--- src/rtl/asram_dp_pkg.sv ---
// Shared types and constants for the dual-port RAM sharing controller.
package asram_dp_pkg;

    typedef enum logic {
        INIT = 1'b0,
        RUN  = 1'b1
    } state_t;

    localparam int REQ_A  = 0;
    localparam int REQ_B  = 1;
    localparam int RD_LAT = 3;

endpackage

--- src/rtl/asram_dp_ctrl_rr_arb2.sv ---
// Two-input round-robin arbiter: the pointer holder wins a tie, then the
// pointer passes to the other input. A lone eligible input always wins.
module rr_arb2
    import asram_dp_pkg::*;
(
    input  logic       clk_i,
    input  logic       rst_i,
    input  logic       en_i,
    input  logic [1:0] elig_i,
    output logic [1:0] gnt_o
);

    logic ptr_q;  // 0 favours requester A

    always_comb begin
        gnt_o = 2'b00;
        if (en_i) begin
            if (&elig_i) begin
                gnt_o[REQ_A] = ~ptr_q;
                gnt_o[REQ_B] = ptr_q;
            end else begin
                gnt_o = elig_i;
            end
        end
    end

    always_ff @(posedge clk_i) begin
        if (rst_i) begin
            ptr_q <= 1'b0;
        end else if (en_i && (&elig_i)) begin
            ptr_q <= ~ptr_q;
        end
    end

endmodule

--- src/rtl/asram_dp_ctrl.sv ---
// Shares one dual-port RAM between requesters A and B; clears the RAM after reset.
// Optional ASRAM_DP_FWD_EN: same-address write/read in one cycle returns the new data.
module asram_dp_ctrl
    import asram_dp_pkg::*;
#(
    parameter int data_width    = 8,
    parameter int address_width = 4,
    parameter int RAM_size      = 16
) (
    input  logic                     clk_i,
    input  logic                     rst_i,
    input  logic                     a_req_i,
    input  logic                     a_we_i,
    input  logic [address_width-1:0] a_addr_i,
    input  logic [data_width-1:0]    a_wdata_i,
    output logic                     a_gnt_o,
    output logic                     a_rvalid_o,
    output logic [data_width-1:0]    a_rdata_o,
    input  logic                     b_req_i,
    input  logic                     b_we_i,
    input  logic [address_width-1:0] b_addr_i,
    input  logic [data_width-1:0]    b_wdata_i,
    output logic                     b_gnt_o,
    output logic                     b_rvalid_o,
    output logic [data_width-1:0]    b_rdata_o,
    output logic                     ram_wr_en_o,
    output logic [address_width-1:0] ram_wr_addr_o,
    output logic [data_width-1:0]    ram_data_in_o,
    output logic                     ram_rd_en_o,
    output logic [address_width-1:0] ram_rd_addr_o,
    input  logic [data_width-1:0]    ram_data_out_i,
    output logic                     init_done_o
);

    // Stage 0 of the read pipe is the RAM read strobe itself.
    localparam int PIPE = RD_LAT - 1;
    localparam logic [address_width-1:0] INIT_LAST = address_width'(RAM_size - 1);

    state_t                   state_q;
    logic [address_width-1:0] init_cnt_q;
    logic                     init_done_q;
    logic                     a_gnt_q, b_gnt_q;
    logic                     a_rvalid_q, b_rvalid_q;
    logic [data_width-1:0]    a_rdata_q, b_rdata_q;
    logic                     ram_wr_en_q;
    logic [address_width-1:0] ram_wr_addr_q;
    logic [data_width-1:0]    ram_data_in_q;
    logic [address_width-1:0] ram_rd_addr_q;
    logic [PIPE-1:0]          rd_vld_q;
    logic [PIPE-1:0]          rd_id_q;
    logic [1:0]               wr_elig, rd_elig, wr_gnt, rd_gnt;
    logic                     in_run;
    logic [data_width-1:0]    cap_data;

    assign in_run = (state_q == RUN);

    // A requester granted last cycle sits out one cycle.
    assign wr_elig[REQ_A] = a_req_i &  a_we_i & ~a_gnt_q;
    assign wr_elig[REQ_B] = b_req_i &  b_we_i & ~b_gnt_q;
    assign rd_elig[REQ_A] = a_req_i & ~a_we_i & ~a_gnt_q;
    assign rd_elig[REQ_B] = b_req_i & ~b_we_i & ~b_gnt_q;

    rr_arb2 u_wr_arb (
        .clk_i  (clk_i),
        .rst_i  (rst_i),
        .en_i   (in_run),
        .elig_i (wr_elig),
        .gnt_o  (wr_gnt)
    );

    rr_arb2 u_rd_arb (
        .clk_i  (clk_i),
        .rst_i  (rst_i),
        .en_i   (in_run),
        .elig_i (rd_elig),
        .gnt_o  (rd_gnt)
    );

`ifdef ASRAM_DP_FWD_EN
    logic                  fwd_hit_q;
    logic [data_width-1:0] fwd_data_q;

    // Compare the issued strobes one cycle after grant, lined up with pipe stage 1.
    always_ff @(posedge clk_i) begin
        if (rst_i) begin
            fwd_hit_q  <= 1'b0;
            fwd_data_q <= '0;
        end else begin
            fwd_hit_q  <= ram_wr_en_q & rd_vld_q[0] & (ram_wr_addr_q == ram_rd_addr_q);
            fwd_data_q <= ram_data_in_q;
        end
    end

    assign cap_data = fwd_hit_q ? fwd_data_q : ram_data_out_i;
`else
    assign cap_data = ram_data_out_i;
`endif

    always_ff @(posedge clk_i) begin
        if (rst_i) begin
            state_q       <= INIT;
            init_cnt_q    <= '0;
            init_done_q   <= 1'b0;
            a_gnt_q       <= 1'b0;
            b_gnt_q       <= 1'b0;
            a_rvalid_q    <= 1'b0;
            b_rvalid_q    <= 1'b0;
            a_rdata_q     <= '0;
            b_rdata_q     <= '0;
            ram_wr_en_q   <= 1'b0;
            ram_wr_addr_q <= '0;
            ram_data_in_q <= '0;
            ram_rd_addr_q <= '0;
            rd_vld_q      <= '0;
            rd_id_q       <= '0;
        end else begin
            a_gnt_q    <= wr_gnt[REQ_A] | rd_gnt[REQ_A];
            b_gnt_q    <= wr_gnt[REQ_B] | rd_gnt[REQ_B];
            a_rvalid_q <= 1'b0;
            b_rvalid_q <= 1'b0;
            rd_vld_q[PIPE-1:1] <= rd_vld_q[PIPE-2:0];
            rd_id_q[PIPE-1:1]  <= rd_id_q[PIPE-2:0];

            if (rd_vld_q[PIPE-1]) begin
                if (rd_id_q[PIPE-1]) begin
                    b_rvalid_q <= 1'b1;
                    b_rdata_q  <= cap_data;
                end else begin
                    a_rvalid_q <= 1'b1;
                    a_rdata_q  <= cap_data;
                end
            end

            case (state_q)
                INIT: begin
                    ram_wr_en_q   <= 1'b1;
                    ram_wr_addr_q <= init_cnt_q;
                    ram_data_in_q <= '0;
                    rd_vld_q[0]   <= 1'b0;
                    init_cnt_q    <= init_cnt_q + address_width'(1);
                    if (init_cnt_q == INIT_LAST) begin
                        state_q     <= RUN;
                        init_done_q <= 1'b1;
                    end
                end
                RUN: begin
                    ram_wr_en_q <= |wr_gnt;
                    if (wr_gnt[REQ_B]) begin
                        ram_wr_addr_q <= b_addr_i;
                        ram_data_in_q <= b_wdata_i;
                    end else if (wr_gnt[REQ_A]) begin
                        ram_wr_addr_q <= a_addr_i;
                        ram_data_in_q <= a_wdata_i;
                    end
                    rd_vld_q[0] <= |rd_gnt;
                    if (|rd_gnt) begin
                        ram_rd_addr_q <= rd_gnt[REQ_B] ? b_addr_i : a_addr_i;
                        rd_id_q[0]    <= rd_gnt[REQ_B];
                    end
                end
            endcase
        end
    end

    assign a_gnt_o       = a_gnt_q;
    assign b_gnt_o       = b_gnt_q;
    assign a_rvalid_o    = a_rvalid_q;
    assign b_rvalid_o    = b_rvalid_q;
    assign a_rdata_o     = a_rdata_q;
    assign b_rdata_o     = b_rdata_q;
    assign ram_wr_en_o   = ram_wr_en_q;
    assign ram_wr_addr_o = ram_wr_addr_q;
    assign ram_data_in_o = ram_data_in_q;
    assign ram_rd_en_o   = rd_vld_q[0];
    assign ram_rd_addr_o = ram_rd_addr_q;
    assign init_done_o   = init_done_q;

endmodule

--- config.mk ---
export PLATFORM = sky130hd
export DESIGN_NAME = asram_dp_ctrl
export DESIGN_NICKNAME = d
export VERILOG_FILES = /design/src/rtl/asram_dp_pkg.sv /design/src/rtl/asram_dp_ctrl_rr_arb2.sv /design/src/rtl/asram_dp_ctrl.sv
export SDC_FILE = /design/constraint.sdc
export NUM_CORES = 1
export LEC_CHECK = 0
export ABC_CLOCK_PERIOD_IN_PS = 3200
export BUFFER_PORTS_ARGS = -buffer_cell sky130_fd_sc_hd__buf_2
export CELL_PAD_IN_SITES_DETAIL_PLACEMENT = 2
export CELL_PAD_IN_SITES_GLOBAL_PLACEMENT = 2
export CORE_MARGIN = 2
export CORE_UTILIZATION = 29
export DETAILED_ROUTE_END_ITERATION = 7
export PLACE_DENSITY = 0.84
export SLEW_MARGIN = 20
export SYNTH_ARGS = -nofsm -noshare
export SYNTH_HDL_FRONTEND = slang
export SYNTH_SLANG_ARGS = --single-unit
--- constraint.sdc ---
create_clock -name clk_i -period 3.2 [get_ports clk_i]
set_clock_uncertainty 0.15 [all_clocks]
set_input_delay 0.32 -clock clk_i [delete_from_list [all_inputs] [get_ports clk_i]]
set_output_delay 0.32 -clock clk_i [all_outputs]
set_load 0.01 [all_outputs]
; Word-level counts from Yosys, hierarchy flattened
; Cells that the tools add are included.
[word_totals]
regBits = 49
input_bits = 38
out_inout_bits = 39
elab_cells = 68
[classes]
n_addsub = 1
eq_ne = 2
muxes = 17
bitwise_logic = 19
n_reduce_logical = 11
[ops]
columns = operator, n
row1 = $mux W8, 2
row2 = $pmux W8 S2, 1
row3 = $mux W4, 3
row4 = $reduce_and A2 Y1, 6
row5 = $not A1 Y1, 9
row6 = $and A1 B1 Y1, 8
row7 = $mux W2, 4
row8 = $pmux W4 S2, 1
row9 = $reduce_or A2 Y1, 3
row10 = $add A4 B1 Y4 const B, 1
row11 = $eq A4 B4 Y1 const B, 1
row12 = $mux W1, 4
row13 = $pmux W1 S2, 2
row14 = $ne A3 B1 Y1 const B, 1
row15 = $logic_and A1 B1 Y1, 2
row16 = $or A1 B1 Y1, 2

; Longest topological paths before layout
[logic_depth]
depth_word = 8
mapped_depth = 6
mapped_depth_nobuf = 4

; Modules after synthesis
; Synthesis repeated with hierarchy kept, for this count alone.
[hier_totals]
hier_cells = 227
hier_area_um2 = 2063.2
[modules_own_cells]
columns = module, instances, cells_each, area_each_um2, seq_area_each_um2
row1 = asram_dp_ctrl, 1, 207, 1918.1, 940.9
row2 = rr_arb2, 2, 10, 72.6, 20.0

; Least setup slack after synthesis
; Ideal clock, no wire load.
[synth_path]
path_type = input-to-reg
from = input port a_we_i
to = register ram_rd_addr_q[0], in the netlist ram_rd_addr_o[0]
setup_ns = 0.086
t_arrival_ns = 1.419
required_ns = 2.964
setup_slack_ns = 1.546
stages = 5
path_buffers = 1
cell_sequence = or4b_1 -> and3_1 -> buf_6 -> mux2i_1 -> a211oi_1
[synth_between]
elab_chain_len = 8
elab_cells_between_ends = 9
classes_between = mux (3) / bitwise (3) / reduce/logical (3)
[synth_lines]
columns = item, line
row1 = start: declaration, asram_dp_ctrl.sv:13  ; input logic a_we_i,
row2 = $not A1 Y1 (*), asram_dp_ctrl.sv:60  ; assign rd_elig[REQ_A] = a_req_i & ~a_we_i & ~a_gnt_q;
row3 = $and A1 B1 Y1 (*) (2 in series), asram_dp_ctrl.sv:60
row4 = $reduce_and A2 Y1, asram_dp_ctrl_rr_arb2.sv:18  ; if (&elig_i) begin
row5 = $mux W2 (*), asram_dp_ctrl_rr_arb2.sv:18
row6 = $mux W2 (*), asram_dp_ctrl_rr_arb2.sv:17  ; if (en_i) begin
row7 = $reduce_or A2 Y1, asram_dp_ctrl.sv:156  ; if (|rd_gnt) begin
row8 = $reduce_and A2 Y1 (no source line), --
row9 = end signal: assignment, asram_dp_ctrl.sv:157  ; ram_rd_addr_q <= rd_gnt[REQ_B] ? b_addr_i : a_addr_i;
row10 = end: declaration, asram_dp_ctrl.sv:48  ; logic [address_width-1:0] ram_rd_addr_q;
; Every way passes the cells marked *; elsewhere a longest branch is shown, timed or not.
; A chain may end at the register's enable or synchronous reset.

; Worst setup path after layout
[layout_path]
from = register state_q, in the netlist in_run
to = register ram_wr_addr_q[3], in the netlist ram_wr_addr_o[3]
[layout_between]
elab_chain_len = 3
elab_cells_between_ends = 5
classes_between = eq/ne (1) / mux (3) / bitwise (1)
[layout_lines]
columns = item, line
row1 = start: declaration, asram_dp_ctrl.sv:39  ; state_t state_q;
row2 = start signal: assignment, asram_dp_ctrl.sv:101  ; state_q <= INIT;
row3 = start signal: assignment, asram_dp_ctrl.sv:142  ; state_q <= RUN;
row4 = $mux W2, asram_dp_ctrl_rr_arb2.sv:17
row5 = $mux W4, asram_dp_ctrl.sv:148  ; if (wr_gnt[REQ_B]) begin
row6 = $pmux W4 S2, asram_dp_ctrl.sv:134  ; case (state_q)
row7 = end signal: assignment, asram_dp_ctrl.sv:137  ; ram_wr_addr_q <= init_cnt_q;
row8 = end signal: assignment, asram_dp_ctrl.sv:149  ; ram_wr_addr_q <= b_addr_i;
row9 = end signal: assignment, asram_dp_ctrl.sv:152  ; ram_wr_addr_q <= a_addr_i;
row10 = end: declaration, asram_dp_ctrl.sv:46  ; logic [address_width-1:0] ram_wr_addr_q;
; Parallel ways exist; a longest one is shown, timed or not.

==> impl_metrics.json <==
{
  "antennaDiodeCount": 0,
  "vias_per_cell": 4.88,
  "wirelength_um": 5400,
  "power.leakage_nw": 1.04,
  "wl_per_cell_um": 14.8,
  "initial_core_util": 0.303,
  "critPathSlowestCell": "dfxtp_1",
  "slew_headroom": 0.597,
  "worst_slew_pin_slew_ns": 0.604,
  "critPathMaxStageDelay_ns": 0.70,
  "synthArstFlopShare": 0,
  "cts_buffers": 5,
  "chipHeight_um": 85.6,
  "cp_max_fo": 16,
  "synth_nets": 256,
  "antenna_left": 0,
  "ys.flop_type": "dfxtp_1",
  "tns_ns": 0,
  "syn_to_final_growth_pct": 26.9,
  "path_cells": "nand2b_1 > nor3_1 > buf_4 > nand2_1 > o31ai_1",
  "end_kind": "register",
  "p_switching_w": 0.000246,
  "place_ws_ns": 1.24,
  "drv_cap": 0,
  "run_status": "finished clean",
  "first_pass_iters": 4,
  "post_cts_buffers": 0,
  "combPwrFrac": 0.062,
  "hold_path.class": "in -> reg",
  "syn_inst": 217,
  "finalWorstSetupSlack_ns": 1.20,
  "clock.fmax_mhz": 499,
  "critPathRequiredTime_ns": 3.26,
  "grt_usage": 0.151,
  "hold_viol_final": 0,
  "yosysUniqueCellTypes": 35,
  "placementRows": 29,
  "final.min_clock_period_ns": 2.00,
  "peakVddDrop_v": 0.000155,
  "holdBufCountCts": 0,
  "num_vias": 1787,
  "post_cts_resized": 0,
  "path_clk_slew_ns": 0.09,
  "final_common_cell": "buf_2",
  "stdcell_count": 366,
  "cts_tree": "yes",
  "dieArea_um2": 7330,
  "cp.arrival_ns": 2.07,
  "setup_violations": 0,
  "clock_sinks": 49,
  "power.share.clock": 0.368,
  "start_kind": "register",
  "clockRootBuffer": "clkbuf_8",
  "core-area_um2": 6390,
  "drc": 0,
  "drt_iter0_drc": 41,
  "switching_share": 0.226,
  "place_inst": 358,
  "yosysWarnings": 0,
  "internal-power_w": 0.000843,
  "fin_crit_sh": 0.626,
  "synth_seq_cells": 49,
  "synth.avg_cell_area_um2": 8.90,
  "hold_ws_ns": 0.113,
  "place.gp.congestion": 0.712,
  "grt_pass1_wl_um": 8920,
  "grt_max_degree": 41,
  "clk_latency_ns": 0.30,
  "p_seq_frac": 0.570,
  "dieWidth_um": 85.6,
  "antenna_found_initial": 0,
  "grt_overflow": 0,
  "drive_gt1_frac": 0.304,
  "cp_top_family": "simple AND/OR/NAND/NOR gates",
  "portBuffers": 76,
  "syn_area_um2": 1930,
  "rsz0062_at_grt": "no",
  "dpl.hpwl_um": 4130,
  "fin_nets": 327,
  "synth_edf_count": 0,
  "num-fill-cells": 762,
  "worst-path-buf-inv": 1,
  "final_cell_mix": "buf_2 (76), dfxtp_1 (49), nand2_1 (38), nor2_1 (23), a21oi_1 (20)",
  "path_class": "reg -> reg",
  "p_per_area_nw_per_um2": 444,
  "grt_pass1_vias": 1834,
  "slew_viol_final": 0,
  "cts_max_level": 2,
  "ys_seq_area_frac": 0.508,
  "clockBufferDepth": 2,
  "ios": 77
}
==> sequential cells by signal, indices dropped and copies added (netlist names), 2 cells and up <==
register and flops:
ram_rd_addr_o 4, b_rdata_o 8, a_rdata_o 8, ram_data_in_o 8
ram_wr_addr_o 4, rd_id_q 2, init_cnt_q 4, rd_vld_q 2
==> area by class of cell <==
cell class	count	area [um^2]	area share
Clock inverter	1	5.00	0.00204
Inverter	1	3.75	0.00153
Tap cell	77	96.3	0.0393
Timing Repair Buffer	78	395	0.161
Clock buffer	7	96.3	0.0393
Sequential cell	49	981	0.400
Multi-Input combinational cell	153	873	0.356
==> cell usage after synthesis (2+ instances only) <==
library cell  instances  area [um^2]
nor2b_1               4         25.0
a211oi_1              4         30.0
nand2_1              38          143
nor2_1               23         86.3
dfxtp_1              49          981
a21oi_1              20          100
o31ai_1               4         30.0
nand2b_1              2         12.5
xor2_1                4         35.0
o21a_1                2         15.0
o21ai_0               8         40.0
buf_6                 2         22.5
nand3_1              11         55.1
mux2i_1              13          130
buf_2                 2         10.0
a221oi_1              4         35.0
clkbuf_1              8         30.0
and3b_1               2         17.5
==> metal layers <==
metal / up-vias / share of wire / track usage
met2: 31 / 0.52 / 0.273
met5: - / 0 / 0
met4: 0 / 0.013 / 0.0390
met3: 7 / 0.034 / 0.0298
li1: 886 / - / -
met1: 863 / 0.43 / 0.184
==> power by group through the flow <==
stage,Clock [W],Sequential (W),Combinational (W)
2_1_floorplan,0,0.000635,0.0000300
3_3_place_gp,0,0.000635,0.0000667
3_5_place_dp,0,0.000635,0.0000683
4_1_cts,0.000411,0.000621,0.0000687
5_1_grt,0.000443,0.000622,0.0000763
6_report,0.000400,0.000621,0.0000679
==> final timing paths <==
kind	depth (start not counted)	startpoint	to	slack (ns)
setup reg to reg	5	in_run	ram_wr_addr_o[3]	1.20
hold reg to reg	2	a_rdata_o[4]	a_rdata_o[4]	0.31
hold / removal	3	ram_data_out_i[1]	a_rdata_o[1]	0.11
setup / recovery	5	in_run	ram_wr_addr_o[3]	1.20
==> kinds of logic after synthesis <==
group / share of synthesized area
DFF: 0.508
buffers and inverters: 0.0402
adders and majority gates: 0.00648
and+or+nand+nor: 0.210
xor gates and xnor gates: 0.0227
muxes: 0.0674
AOI/OAI and AO/OA: 0.145
==> worst reg2reg max path, delay by kind of cell (launching register included) <==
| kind | cells | cell delay [ns] |
|---|---|---|
| AO/OA/AOI/OAI | 1 | 0.06 |
| buffers and inverters | 1 | 0.26 |
| flip-flops | 1 | 0.70 |
| AND/OR/NAND/NOR | 3 | 0.75 |
==> metrics by stage <==
stage	cell area, um^2	power, W	util
after global placement	2350	0.000702	0.368
after global routing	2450	0.00114	0.384
after CTS	2450	0.00110	0.384
after floorplan	1930	0.000665	-
final	2450	0.00109	0.384
after detailed placement	2350	0.000703	0.368
Power figures use the tool's default switching activity.
